$ cat src/rtl/fifo_playback.sv
// ---------------------------------------------------------------------------
// FifoPlayback (module fifo_playback)
//
// Purpose:
//    Downstream consumer of a 4-bit symbol FIFO. On a start request it drains
//    the FIFO one symbol at a time. Each symbol is shown on an active-low
//    7-segment digit for ON_CYCLES clocks, and then the digit is blanked for
//    GAP_CYCLES clocks. Playback ends when a read request finds the FIFO
//    empty. The block only reads the FIFO; it never writes or deletes.
//
// Ports:
//    clk         system clock, rising edge
//    rst         synchronous active-high reset
//    start       playback request, only looked at while idle
//    abort       drops any playback in progress back to idle
//    fifo_empty  FIFO empty flag
//    fifo_data   FIFO read data, valid one clock after fifo_re
//    fifo_re     one-cycle read pulse per symbol
//    seg         {g,f,e,d,c,b,a} active-low, 7'h7F is blank
//    busy        high whenever not idle
//    done        one-cycle pulse when playback ends on an empty FIFO
//    sym_cnt     symbols played since the last start, saturates at 63
// ---------------------------------------------------------------------------
module fifo_playback #(
   parameter int ON_CYCLES  = 25_000_000,
   parameter int GAP_CYCLES = 12_500_000,
   parameter int CNT_W      = $clog2(((ON_CYCLES > GAP_CYCLES) ? ON_CYCLES : GAP_CYCLES) + 1)
) (
   input  logic       clk,
   input  logic       rst,
   input  logic       start,
   input  logic       abort,
   input  logic       fifo_empty,
   input  logic [3:0] fifo_data,
   output logic       fifo_re,
   output logic [6:0] seg,
   output logic       busy,
   output logic       done,
   output logic [5:0] sym_cnt
);

   typedef enum logic [2:0] {
      IDLE = 3'd0,
      REQ  = 3'd1,
      LOAD = 3'd2,
      SHOW = 3'd3,
      GAP  = 3'd4,
      DONE = 3'd5
   } state_t;

   localparam logic [CNT_W-1:0] ON_LAST  = CNT_W'(ON_CYCLES - 1);
   localparam logic [CNT_W-1:0] GAP_LAST = CNT_W'(GAP_CYCLES - 1);

   state_t           state_q, state_d;
   logic [CNT_W-1:0] dwell_q, dwell_d;
   logic [3:0]       symReg_q, symReg_d;
   logic [5:0]       symCnt_q, symCnt_d;

   // Active-low hex glyphs for the digit; letters use the A b C d E F forms.
   function automatic logic [6:0] decodeHex(input logic [3:0] value);
      logic [6:0] code;
      case (value)
         4'h0:    code = 7'h40;
         4'h1:    code = 7'h79;
         4'h2:    code = 7'h24;
         4'h3:    code = 7'h30;
         4'h4:    code = 7'h19;
         4'h5:    code = 7'h12;
         4'h6:    code = 7'h02;
         4'h7:    code = 7'h78;
         4'h8:    code = 7'h00;
         4'h9:    code = 7'h10;
         4'hA:    code = 7'h08;
         4'hB:    code = 7'h03;
         4'hC:    code = 7'h46;
         4'hD:    code = 7'h21;
         4'hE:    code = 7'h06;
         default: code = 7'h0E;
      endcase
      return code;
   endfunction

   // State and datapath registers. Reset is synchronous so everything,
   // including the dwell counter and symbol count, clears on the reset edge.
   always_ff @(posedge clk) begin
      if (rst) begin
         state_q  <= IDLE;
         dwell_q  <= '0;
         symReg_q <= '0;
         symCnt_q <= '0;
      end else begin
         state_q  <= state_d;
         dwell_q  <= dwell_d;
         symReg_q <= symReg_d;
         symCnt_q <= symCnt_d;
      end
   end

   // Next-state logic. Abort wins over every transition out of a busy
   // state, and because it skips the LOAD updates the symbol count is held.
   // A read issued in REQ just before an abort is simply never loaded.
   always_comb begin
      state_d  = state_q;
      dwell_d  = dwell_q;
      symReg_d = symReg_q;
      symCnt_d = symCnt_q;
      if (abort && (state_q != IDLE)) begin
         state_d = IDLE;
      end else begin
         case (state_q)
            IDLE: begin
               if (start) begin
                  state_d  = REQ;
                  symCnt_d = '0;
               end
            end
            REQ: begin
               if (fifo_empty) begin
                  state_d = DONE;
               end else begin
                  state_d = LOAD;
               end
            end
            LOAD: begin
               symReg_d = fifo_data;
               dwell_d  = '0;
               if (symCnt_q != 6'd63) begin
                  symCnt_d = symCnt_q + 6'd1;
               end
               state_d  = SHOW;
            end
            SHOW: begin
               if (dwell_q == ON_LAST) begin
                  dwell_d = '0;
                  state_d = GAP;
               end else begin
                  dwell_d = dwell_q + 1'b1;
               end
            end
            GAP: begin
               if (dwell_q == GAP_LAST) begin
                  dwell_d = '0;
                  state_d = REQ;
               end else begin
                  dwell_d = dwell_q + 1'b1;
               end
            end
            DONE: begin
               state_d = IDLE;
            end
            default: begin
               state_d = IDLE;
            end
         endcase
      end
   end

   // Outputs decoded from the current state. The read pulse is gated by
   // fifo_empty so a read is never requested from an empty FIFO.
   always_comb begin
      fifo_re = (state_q == REQ) && !fifo_empty;
      busy    = (state_q != IDLE);
      done    = (state_q == DONE);
      seg     = 7'h7F;
      if (state_q == SHOW) begin
         seg = decodeHex(symReg_q);
      end
      sym_cnt = symCnt_q;
   end

endmodule

$ cat config.mk
export PLATFORM = sky130hd
export DESIGN_NAME = fifo_playback
export DESIGN_NICKNAME = d
export VERILOG_FILES = /design/src/rtl/fifo_playback.sv
export SDC_FILE = /design/constraint.sdc
export NUM_CORES = 1
export LEC_CHECK = 0
export CORE_ASPECT_RATIO = 0.9
export CORE_MARGIN = 1
export CORE_UTILIZATION = 35
export CTS_CLUSTER_SIZE = 24
export DETAILED_ROUTE_END_ITERATION = 7
export PLACE_DENSITY = 0.54
export SLEW_MARGIN = 15
export SYNTH_ARGS = -nofsm -noshare
export SYNTH_HDL_FRONTEND = slang
export SYNTH_SLANG_ARGS = --single-unit
$ cat constraint.sdc
create_clock -name clk -period 6 [get_ports clk]
set_input_delay 0.6 -clock clk [delete_from_list [all_inputs] [get_ports clk]]
set_output_delay 0.6 -clock clk [all_outputs]
set_load 0.02 [all_outputs]
# Word level (Yosys, flattened, before mapping)
# Memories as Yosys holds them, arrays and structs flattened. A register that Yosys moved wholly into a read port is not among the register bits.
# Index checks and enable logic that the tools add are counted.
totals:
  ff_bits: 38
  mem_bits_ro: 112
  inputBits: 9
  elab_cells: 46
  memories: 1
op_classes:
  n_addsub: 2
  eq_ne: 12
  muxes: 14
  bitwise_logic: 1
  n_reduce_logical: 12
mem_list:
  columns: ["memory", "words", "width", "rd", "rd_clocked_by_memory_dff", "write_ports", "line_no", "text"]
  rows:
  - ["(no name shown)", 16, 7, 1, 1, 0, "62", "case (value)"]
ops:
  columns: ["cell", "count"]
  rows:
  - ["25-bit case mux with 3 select lines", 1]
  - ["25-bit 2-to-1 mux", 2]
  - ["25-bit by 1-bit adder with 25-bit output (second input constant)", 1]
  - ["25-bit by 24-bit equality test with 1-bit output (second input constant)", 1]
  - ["25-bit equality test (second input constant)", 1]
  - ["3-bit case mux with 5 select lines", 1]
  - ["3-bit 2-to-1 mux", 4]
  - ["6-bit 2-to-1 mux", 2]
  - ["6-bit case mux with 2 select lines", 1]
  - ["4-bit 2-to-1 mux", 2]
  - ["2-bit != test (second input constant)", 4]
  - ["7-bit 2-to-1 mux", 1]
  - ["6-bit by 1-bit adder with 6-bit output (second input constant)", 1]
  - ["3-bit by 2-bit equality test with 1-bit output (second input constant)", 2]
  - ["3-bit equality test (second input constant)", 2]
  - ["6-bit != test (second input constant)", 1]
  - ["3-bit nonzero test", 2]
  - ["2-bit AND reduction", 2]
  - ["4-bit AND reduction", 1]
  - ["3-bit by 1-bit equality test with 1-bit output (second input constant)", 1]
  - ["3-bit logical NOT", 1]
  - ["3-bit AND reduction", 1]
  - ["1-bit logical AND", 2]
  - ["2-bit nonzero test", 1]
  - ["3 further kinds", 3]

# Logic depth before layout (Yosys ltp)
# Gate-level depths: netlist of run 1.
logic_depth:
  ltp_word: 6
  depth_mapped: 8
  ltp_nobuf: 7

# Least setup slack after synthesis of run 1
# Ideal clock, no wire load.
synth_timing:
  path_kind: "input to register"
  startpoint: "input abort"
  endpoint: "register with a tool-made name"
  arrival_time_ns: 2.218
  required_time_ns: 5.866
  setup_slack_ns: 3.648
  stages: 6
  cell_sequence: "nor4b_4 mux2i_1 nor2_1 inv_1 ha_1 mux4_2"
synth_rtl:
  columns: ["item", "line_no", "text"]
  rows:
  - ["start: declaration", "32", "input logic abort,"]

==> results of run 1 <==
worst max-delay path, cell delays in order:
cell and delay, ns:
clkdlybuf4s50_1 0.69, nor4b_4 0.53, mux2i_1 0.17, nor2_1 0.35
inv_1 0.17, ha_1 0.32, mux4_2 0.44
area by class of cell:
class	count	share of cell area [%]
inverter	9	1.157
clock inverter	2	1.286
sequential	45	30.86
timing repair buffer	25	8.487
multi-input combinational	220	51.52
tap	90	3.858
clock buffer	6	2.829
power groups by stage:
stage	logic, mW	registers [mW]	clock network [mW]
detailed placement	0.222	0.354	0
CTS	0.223	0.347	0.251
finish	0.221	0.347	0.245
floorplan	0.177	0.338	0
global route	0.244	0.351	0.264
global placement	0.222	0.354	0
routing by layer:
layer | vias to the layer above | routed length, um
met5 | - | 0
met4 | 0 | 25
met3 | 2 | 223
met2 | 40 | 2419
met1 | 961 | 2887
li1 | 1087 | -
kinds of logic after synthesis:
kind of cell / synth area share (%)
XOR/XNOR: 6.941
buffers and inverters: 4.710
multiplexers: 4.859
AO/OA/AOI/OAI: 15.02
adder cells (fa/ha/maj): 3.966
flip-flops: 35.70
AND/OR/NAND/NOR: 28.81
cell usage after synthesis, types with 3 or more instances:
cell / n
nand3b_1: 3
xor2_1: 13
a21oi_1: 8
nand2_1: 16
and3_1: 7
or3_1: 3
a31oi_1: 7
mux2i_1: 10
inv_1: 8
nand2b_1: 5
nor2_1: 37
or2_2: 9
nand3_1: 14
dfxtp_1: 45
nor3_1: 8
buf_2: 4
ha_1: 8
and4_1: 5
nand4_1: 11
o21ai_0: 6
clkbuf_1: 11
o2111ai_1: 4
xnor2_1: 7
o22ai_1: 5
final timing paths:
kind	start	endpoint	slack, ns	cells past startpoint
setup / recovery	abort	register	2.91	7
hold / removal	dwell_q[21]$_SDFFE_PP0P_	dwell_q[21]$_SDFFE_PP0P_	0.47	1
setup reg to reg	state_q[1]$_SDFFE_PP0P_	register	3.44	6
hold reg to reg	dwell_q[21]$_SDFFE_PP0P_	dwell_q[21]$_SDFFE_PP0P_	0.47	1
==> results.toml, run 1 <==
[clock_tree]
ctsHoldBuffers = 0
clockBufferDepth = 2
cts_setup_buffers = 0
clock-sinks = 45
clkSlewWorstSetupHoldPaths_ns = 0.09
cts_root_buffer = "clkbuf_8"
cts_tree = "done"
h-tree-depth = 2
cts_made_buffers = 5
ctsResizeCount = 0
clk_latency_ns = 0.30

[place]
port_buffers = 24
post_dp_cell_area_sq_um = 2799
preCtsSetupSlack_ns = 2.594
gp_congestion = 0.7692
hpwl_um = 3967
dp.cells = 389

[global_route]
met3_usage_pct = 2.473
antenna_found_initial = 0
track_usage_pct = 15.21
grt_use_met1_pct = 21.46
grt_max_degree = 22
grt_pass1_vias = 1868
grt_pass1_wl_um = 9073
grt.met2_usage_pct = 23.53
grt.busiest_layer = "met2"
gr-total-overflow = 0

[critical_path]
critPathCaptureType = "register"
critical_path_class = "in2reg"
cp_data_required_time_ns = 6.18
startpoint_type = "primary input"
arrival_ns = 3.26
worstPathMaxFanout = 14

[timing]
post-route-period-util_pct = 51.46
clock_skew_ns = 0.009177
whs_ns = 0.4675
slew_viol_final = 0
worst_slew_pin_slew_ns = 0.8664
tns_ns = 0
rsz0062_at_grt = "false"
clock.fmax_mhz = 323.8
setup_violations = 0
slew-limit-headroom_pct = 42.02
post-route-min-period_ns = 3.088
final-hold-violation-count = 0
layout_setup_ws_ns = 2.912

[cells_and_area]
area_growth_pct = 15.67
layout-drive-gt1-share_pct = 9.772
fin_util_pct = 43.17
antennaDiodeCount = 0
multi_input_area_sq_um = 1504
fillers = 669
regArea_sq_um = 900.9
final_common_cell = "dfxtp_1"
final_cell_area_sq_um = 2919
final_cell_mix = "45 x dfxtp_1, 37 x nor2_1, 24 x clkdlybuf4s50_1, 16 x nand2_1, 14 x nand3_1"
fin_cells = 397
nets = 323

[status]
status = "complete, no violations"

[floorplan]
num_io_pins = 25
die_width_um = 91.51
core_area_sq_um = 6761
dieHeight_um = 82.56
floorplan.die_area_sq_um = 7554
row_count = 28
initial_core_util_pct = 37.32

[synth]
synth_top_area_share_pct = 35.70
syn_nets = 308
synth-edff-count = 0
ys.warnings.count = 0
ys_top_cells_by_area = "dfxtp_1 36%, nor2_1 5.5%, xor2_1 4.5%, ha_1 4.0%, mux2i_1 4.0%"
ys_seq_elements = 45
synthCells = 291
synth_cell_types = 57
synth_ff_type = "dfxtp_1"
synthArstFlopShare_pct = 0
synth_top_area_cell = "dfxtp_1"
syn_area_sq_um = 2524
yosysSeqAreaShare_pct = 35.70
avgSynthCellArea_sq_um = 8.672

[pwr]
ir_worst_vdd_uv = 96.18
power.net_switching_mw = 0.2600
seq_power_share_pct = 42.6
pwr-share-comb_pct = 27.3
intPower_mw = 0.5527
p_leak_nw = 0.9654
clkPwrFrac_pct = 30.1
p_total_mw = 0.8127
switching_share_pct = 31.99
powerDensity_nw_per_um2 = 278.4

[route]
ant_nets = 0
vias_per_cell = 5.264
wl_um = 5556
vias = 2090
wl_per_cell_um = 13.99
drc_errors = 0
dr.pass1.iters = 4
drt_iter0_drc = 84

[flow_run]
cap_violations = 0

[min_path]
min_path_type = "reg2reg"
(Power assumes the default switching activity.)
==> run 2, diff against run 1 <==
- clock period: 6 -> 3.1 ns (I/O delays scaled with it)
==> run 2 against run 1 <==
Compared with the run above:
- non-clock buffer count grew 4
- combinational power grew 98%
- sequential share of layout area grew 0.080 points
- cell area shrank 0.26%
- first-iteration DRC count shrank 2.4%
- global-route usage is essentially flat
- clock skew shrank 0.0027 ns
- critical path type is now reg2reg
==> results.toml, run 2 (same netlist as run 1, synthesis figures left out) <==
[cells_and_area]
final_cell_mix = "45 x dfxtp_1, 37 x nor2_1, 24 x clkdlybuf4s50_1, 16 x nand2_1, 14 x nand3_1"
fillers = 680
antennaDiodeCount = 0
fin_util_pct = 43.06
nets = 327
layout-drive-gt1-share_pct = 10.61
fin_cells = 401
area_growth_pct = 15.37
final_cell_area_sq_um = 2912
final_common_cell = "dfxtp_1"

[clock_tree]
clkSlewWorstSetupHoldPaths_ns = 0.08
clk_latency_ns = 0.30
clock-sinks = 45
cts_tree = "done"
clockBufferDepth = 2
ctsHoldBuffers = 0
cts_root_buffer = "clkbuf_8"
h-tree-depth = 2
cts_setup_buffers = 0
cts_made_buffers = 5
ctsResizeCount = 0

[route]
ant_nets = 0
vias_per_cell = 5.279
vias = 2117
drt_iter0_drc = 82
wl_per_cell_um = 13.89
dr.pass1.iters = 4
drc_errors = 0
wl_um = 5570

[place]
gp_congestion = 0.7380
post_dp_cell_area_sq_um = 2829
port_buffers = 24
dp.cells = 393
hpwl_um = 4085
preCtsSetupSlack_ns = 0.2415

[floorplan]
floorplan.die_area_sq_um = 7554
row_count = 28
num_io_pins = 25
die_width_um = 91.51
initial_core_util_pct = 37.32
dieHeight_um = 82.56
core_area_sq_um = 6761

[status]
status = "complete, no violations"

[min_path]
min_path_type = "reg2reg"
holdPathStages = 1
min_to = "dwell_q[21]$_SDFFE_PP0P_"
hold_start = "dwell_q[21]$_SDFFE_PP0P_"

[global_route]
met3_usage_pct = 3.022
grt_pass1_vias = 1873
grt_max_degree = 15
track_usage_pct = 15.20
antenna_found_initial = 0
grt.busiest_layer = "met2"
grt_use_met1_pct = 21.51
grt_pass1_wl_um = 9142
gr-total-overflow = 0
grt.met2_usage_pct = 23.01

[timing]
clock_skew_ns = 0.006447
post-route-period-util_pct = 83.00
clock.fmax_mhz = 388.6
slew_viol_final = 0
final-hold-violation-count = 0
post-route-min-period_ns = 2.573
setup_violations = 0
layout_setup_ws_ns = 0.5270
tns_ns = 0
slew-limit-headroom_pct = 53.64
rsz0062_at_grt = "false"
worst_slew_pin_slew_ns = 0.6940

[critical_path]
arrival_ns = 2.76
timing.rr.start = "state_q[1]$_SDFFE_PP0P_"
startpoint_type = "register"
cp_slowest_stage_delay_ns = 0.52
cp_data_required_time_ns = 3.28
crit_chain = "nor4b_4, mux2i_1, nor2_1, inv_1, ha_1, mux4_2"
critPathCaptureType = "register"
r2r_cells = 6
crit_buf_inv = 1
cpLargestDelayFamily = "simple AND/OR/NAND/NOR gates"
critical_path_class = "reg2reg"
crit_slowest_cell = "dfxtp_1"
r2r_slack_ns = 0.53
worstPathMaxFanout = 11

[flow_run]
cap_violations = 0

[pwr]
powerDensity_nw_per_um2 = 501.1
ir_worst_vdd_uv = 158.9
p_leak_nw = 0.9734
run 2: how the worst max path moves through the flow:
stage                                        from                       to  depth (start not counted)
after global placement                      abort                 register                          7
after global routing      state_q[1]$_SDFFE_PP0P_                 register                          6
after CTS                 state_q[1]$_SDFFE_PP0P_                 register                          6
after floorplan           dwell_q[5]$_SDFFE_PP0P_  dwell_q[6]$_SDFFE_PP0P_                          6
after detailed placement                    abort                 register                          7
final                     state_q[1]$_SDFFE_PP0P_                 register                          6
run 2: report_power, final:
part           leakage, nW  internal, mW  switching, mW  total [mW]
combinational        0.565         0.193          0.244       0.437
clock               0.0450         0.156          0.194       0.351
sequential           0.363         0.617         0.0543       0.671
total                0.973         0.966          0.492        1.46
run 2: per-stage QoR:
stage / hold slack [ns] / total power, mW
CTS: 0.4757 / 1.476
floorplan: 0.4323 / 0.9965
finish: 0.4682 / 1.459
global placement: 0.4459 / 1.119
detailed placement: 0.4610 / 1.120
global route: 0.5063 / 1.546
run 2: area by class of cell:
class / count / area, sq um / area share, %
Clock buffer: 6 / 72.57 / 2.492
Inverter: 9 / 33.78 / 1.160
Tap cell: 90 / 112.6 / 3.868
Timing Repair Buffer: 29 / 277.8 / 9.540
Multi-Input combinational cell: 220 / 1504 / 51.65
Clock inverter: 2 / 10.01 / 0.3438
Sequential cell: 45 / 900.9 / 30.94
run 2: worst register-to-register path, stage by stage (launching register included):
cell and delay [ns]:
dfxtp_1 0.52, nor4b_4 0.46, mux2i_1 0.17, nor2_1 0.38
inv_1 0.17, ha_1 0.30, mux4_2 0.46
run 2: layer usage:
layer	routed length, um	vias up
met3	179	8
met4	71	0
li1	-	1096
met5	0	-
met1	2930	982
met2	2389	31
==> patch 1: new RTL, flow settings as in run 1 <==
Put a register stage on the output `sym_cnt`, without a reset. The value now appears one clock later. The other outputs are not delayed to match.
--- a/src/rtl/fifo_playback.sv
+++ b/src/rtl/fifo_playback.sv
@@ -51,4 +51,6 @@
    localparam logic [CNT_W-1:0] ON_LAST  = CNT_W'(ON_CYCLES - 1);
    localparam logic [CNT_W-1:0] GAP_LAST = CNT_W'(GAP_CYCLES - 1);
+
+   logic [5:0] sym_cnt_d;
 
    state_t           state_q, state_d;
@@ -166,5 +168,9 @@
          seg = decodeHex(symReg_q);
       end
-      sym_cnt = symCnt_q;
+      sym_cnt_d = symCnt_q;
+   end
+
+   always_ff @(posedge clk) begin
+      sym_cnt <= sym_cnt_d;
    end
 
Behaviour: not the same (a bounded check fails within 4 cycles, from zero or initial values and one cycle with rst high).
==> patch 1 against run 1 <==
  * Critical path depth did not move
  * Power fell by 9.6%
  * Sequential cell count rose by 6
  * Worst setup slack improved by 0.11 ns
  * Final area rose by 3.0%
  * Routed wire length fell by 5.9%
  * Synthesized area rose by 2.9%
  * Highest routed layer unchanged
==> patch 1: results (changes against run 1) <==
Run status
  • Outcome: finished clean (unchanged)

Cells and area
  • Non-filler cells in the finished layout: 398 (was 397)
  • Filler Cell Count: 733 (was 669)
  • Net count reported at finish: 321 (was 323)

Place
  • Dpl cell area: 2890 um^2 (was 2800 um^2)
  • Detail Placement HPWL: 3660 um (was 3970 um)
  • Post-Place Setup Slack: 2.72 ns (was 2.59 ns)

Worst setup path
  • Worst stage delay on the critical path: 0.61 ns (was 0.69 ns)
  • Crit path max fanout: 7 (was 14)
  • CP arrival: 3.16 ns (was 3.26 ns)

STA
  • Worst clock skew on the final layout: 0.00910 ns (was 0.00918 ns)
  • Post-route worst hold slack: 0.395 ns (was 0.467 ns)
  • Actual slew at the worst max-slew pin: 0.899 ns (was 0.866 ns)

Global route
  • Pin count of the biggest net entering global routing: 24 (was 22)
  • First-pass GRT wire length: 9140 um (was 9070 um)
  • Total global routing track utilization: 14.8% (was 15.2%)

Logic synthesis
  • Fraction of synthesized area in multiplexers: 3.95% (was 4.86%)
  • Fraction of synthesized cell area in xor and xnor cells: 8.43% (was 6.94%)
  • Synthesized netlist net count: 304 (was 308)
  • Cell variety after synth: 55 (was 57)
  • Cells taking the most area after synthesis: sky130_fd_sc_hd__dfxtp_1, sky130_fd_sc_hd__xor2_1, sky130_fd_sc_hd__nor2_1, sky130_fd_sc_hd__ha_1, sky130_fd_sc_hd__nand2_1 (was sky130_fd_sc_hd__dfxtp_1, sky130_fd_sc_hd__nor2_1, sky130_fd_sc_hd__xor2_1, sky130_fd_sc_hd__ha_1, sky130_fd_sc_hd__mux2i_1)
  • Cell types with the highest counts after synthesis: sky130_fd_sc_hd__dfxtp_1, sky130_fd_sc_hd__nor2_1, sky130_fd_sc_hd__nand2_1 (unchanged)

Routing
  • Detail Route met2 WL: 2150 um (was 2420 um)

Min path
  • Endpoint of the worst hold-timing path: sym_cnt[5]$_DFF_P_ (was dwell_q[21]$_SDFFE_PP0P_)

Power
  • Leakage: 1.00 nW (was 0.965 nW)
patch 1: area by class of cell:
class | instances | area (um^2) | share of cell area (%)
flip-flops and latches | 51 | 1020 | 33.9
clock inverters | 2 | 35.0 | 1.16
well taps | 93 | 116 | 3.87
inverters | 9 | 33.8 | 1.12
repair buffers | 25 | 248 | 8.24
multi-input cells | 212 | 1470 | 48.9
clock buffers | 6 | 82.6 | 2.75
patch 1: logic make-up (layout without fill, tap and decap cells):
group	Yosys count	count (layout)
buffers and inverters	24	42
multiplexers	9	9
adder cells (fa/ha/maj)	8	8
XOR/XNOR	25	25
AND/OR/NAND/NOR	126	126
flip-flops	51	51
AO/OA/AOI/OAI	44	44
patch 1: power by group:
group / leakage [nW] / switching, mW / internal, mW
Clock: 0.0612 / 0.113 / 0.135
Sequential: 0.412 / 0.0179 / 0.352
Combinational: 0.527 / 0.0651 / 0.0516
==> patch 2: new RTL, settings of run 1 <==
Without the edit above. Change the parameter `GAP_CYCLES` from 12_500_000 to 6_250_000.
--- a/src/rtl/fifo_playback.sv
+++ b/src/rtl/fifo_playback.sv
@@ -24,5 +24,5 @@
 module fifo_playback #(
    parameter int ON_CYCLES  = 25_000_000,
-   parameter int GAP_CYCLES = 12_500_000,
+   parameter int GAP_CYCLES = 6_250_000,
    parameter int CNT_W      = $clog2(((ON_CYCLES > GAP_CYCLES) ? ON_CYCLES : GAP_CYCLES) + 1)
 ) (
Behaviour: no difference found for any inputs over 10 cycles, from zero or initial values and one cycle with rst high; that may be too few to reach the edited logic, so the function may still have changed.
==> patch 2 against run 1 <==
  * Final cell count fell by 2.0%
  * Maximum frequency up 2.5%
  * Count of clock-buffer cells in the layout is 1 higher
  * Synthesized area fell by 4.2%
  * Global-route usage about the same
  * Worst setup slack better by 0.075 ns
  * Routed wire length down 6.8%
  * Sequential cell count stayed put
  * Final area shrank 3.0%
  * Critical path type unchanged
  * Highest routed layer unchanged
Power is not compared: it rests on default switching activity, and its combinational part moved more than twofold at a synthesized area within 25%.
==> patch 2: results (changes against run 1) <==
Run status
  • Outcome: finished clean (unchanged)

Logic synthesis
  • Cells taking the most area after synthesis: sky130_fd_sc_hd__dfxtp_1, sky130_fd_sc_hd__nor2_1, sky130_fd_sc_hd__xor2_1, sky130_fd_sc_hd__ha_1, sky130_fd_sc_hd__mux2i_1 (unchanged)
  • Cell types with the highest counts after synthesis: sky130_fd_sc_hd__dfxtp_1, sky130_fd_sc_hd__nor2_1, sky130_fd_sc_hd__nand2_1 (unchanged)
  • Part of the Yosys area used for sequential elements: 37.3% (was 35.7%)
  • Cell variety after synth: 58 (was 57)
  • Synthesized netlist net count: 293 (was 308)
  • Share of flip-flops with an asynchronous set or reset: 0% (unchanged)
  • Yosys Warn Count: 0 (unchanged)

Worst setup path
  • Crit path max fanout: 8 (was 14)
  • Crit Reg-Reg Startpoint: state_q[1]$_SDFFE_PP0P_ (unchanged)
  • Start point of the critical path: abort (unchanged)
  • Reg2Reg Setup Slack: 3.47 ns (was 3.44 ns)
  • CP arrival: 3.19 ns (was 3.26 ns)
  • Depth of the worst register-to-register path: 6 (unchanged)

Clock network
  • Bufs on Longest Clock Path: 2 (unchanged)
  • Number of buffers added by the clock tree synthesis step: 5 (unchanged)
  • Setup fix buffers added after clock tree synthesis: 0 (unchanged)
  • Clock Tree Root: sky130_fd_sc_hd__clkbuf_8 (unchanged)
  • Clock-pin slew of the registers on the worst-case setup and hold paths: 0.08 ns
  • Post-CTS Resized: 0 (unchanged)
  • Clock latency on the worst-skew pair: 0.29 ns
  • Number of levels the H-tree was split into: 2 (unchanged)

Global route
  • First-pass GRT wire length: 8490 um (was 9070 um)
  • Pin count of the biggest net entering global routing: 19 (was 22)
  • Number of antenna violations at the first check in global routing: 0 (unchanged)
  • Total global routing track utilization: 15.2% (about the same)
  • Vias in the first global route: 1697 (was 1868)

STA
  • Actual slew at the worst max-slew pin: 0.760 ns (was 0.866 ns)
  • Setup total negative slack: 0 ns (unchanged)
  • Worst clock skew on the final layout: 0.00946 ns (was 0.00918 ns)

Routing
  • Mean number of vias per cell: 5.03 (was 5.26)
  • Final Routed Wirelength: 5180 um (was 5560 um)
  • Violation count after the first detailed-route iteration: 70 (was 84)
  • First-pass DRT Iterations: 4 (unchanged)

Power
  • Max rail drop VDD: 0.0000852 V
  • Leakage: 0.947 nW
  • Power spent charging and discharging nets: 0.157 mW

Place
  • Input/output buffers: 24 (unchanged)
  • Detail Placement HPWL: 3780 um (was 3970 um)
  • Routability-driven placement congestion ratio: 0.830 (was 0.769)
  • Dpl cell area: 2720 um^2 (was 2800 um^2)

Min path
  • Endpoint of the worst hold-timing path: symReg_q[1]$_SDFFE_PP0N_ (was dwell_q[21]$_SDFFE_PP0P_)
  • Launch point of the worst hold path: symReg_q[1]$_SDFFE_PP0N_ (was dwell_q[21]$_SDFFE_PP0P_)
  • Hold depth: 2 (was 1)
  • Path class of the lowest-slack min-delay path: reg -> reg (unchanged)

Cells and area
  • Filler Cell Count: 644 (was 669)
  • Net count reported at finish: 315 (was 323)
  • Number of diodes: 0 (unchanged)
  • Layout cells sized above 1: 9.03% (was 9.77%)
patch 2: changes by cell type in the layout (fill, tap and decap cells not counted), sizes merged, moves of 4 or more:
cell | run 1 | this run
and2 | 0 | 4
and3 | 8 | 3
inv | 8 | 12
nand2 | 16 | 21
nor3 | 8 | 4
patch 2: metal layers:
metal / GRT usage [%] / wire length (um) / vias to the layer above
met3: 3.15 / 116 / 4
met4: 3.81 / 53 / 0
met1: 22.8 / 2820 / 914
met2: 21.8 / 2180 / 21
met5: 0 / 0 / -
li1: - / - / 1017
patch 2: worst max-delay path, stage by stage:
cell,delay [ns]
sky130_fd_sc_hd__clkdlybuf4s50_1,0.62
sky130_fd_sc_hd__nor4b_4,0.48
sky130_fd_sc_hd__mux2i_1,0.17
sky130_fd_sc_hd__nor2_1,0.35
sky130_fd_sc_hd__inv_1,0.19
sky130_fd_sc_hd__ha_1,0.32
sky130_fd_sc_hd__mux4_2,0.45
patch 2: cell families (layout without fill, tap and decap cells):
logic type	after synthesis	count (layout)	share of synthesized area [%]
AO/OA/AOI/OAI	43	43	13.0
buffers and inverters	21	44	4.09
multiplexers	11	11	5.07
XOR/XNOR	19	19	6.88
flip-flops	45	45	37.3
AND/OR/NAND/NOR	129	129	29.5
adder cells (fa/ha/maj)	8	8	4.14
patch 2: power by group through the flow:
stage	logic, mW	clock network (mW)	registers [mW]
floorplan	0.0637	0	0.318
global placement	0.0832	0	0.323
detailed placement	0.0832	0	0.323
CTS	0.0840	0.245	0.316
global route	0.0906	0.257	0.318
finish	0.0834	0.236	0.316
patch 2: area by class of cell:
type                       count  area [um^2]  share of cell area, %
clock inverter                 1         30.0                   1.06
multi-input combinational    210         1420                   50.0
timing repair buffer          24          240                   8.48
sequential                    45          901                   31.8
clock buffer                   7         86.3                   3.05
inverter                      12         45.0                   1.59
tap                           90          113                   3.98
patch 2: how the worst max path moves through the flow:
stage,slack [ns],endpoint,cells past startpoint
3_5_place_dp,2.70,register,7
4_1_cts,3.02,register,7
3_3_place_gp,2.84,register,7
2_1_floorplan,3.43,register,7
6_report,2.99,register,7
5_1_grt,2.83,register,7
patch 2: through the flow:
| step | utilization (%) | hold slack (ns) | instances | setup slack (ns) |
|---|---|---|---|---|
| 2_1_floorplan | - | 0.456 | 276 | 3.43 |
| 3_3_place_gp | 41.0 | 0.474 | 381 | 2.84 |
| 3_5_place_dp | 41.0 | 0.480 | 381 | 2.70 |
| 4_1_cts | 42.8 | 0.503 | 389 | 3.02 |
| 5_1_grt | 42.8 | 0.542 | 389 | 2.83 |
| 6_report | 42.8 | 0.504 | 389 | 2.99 |
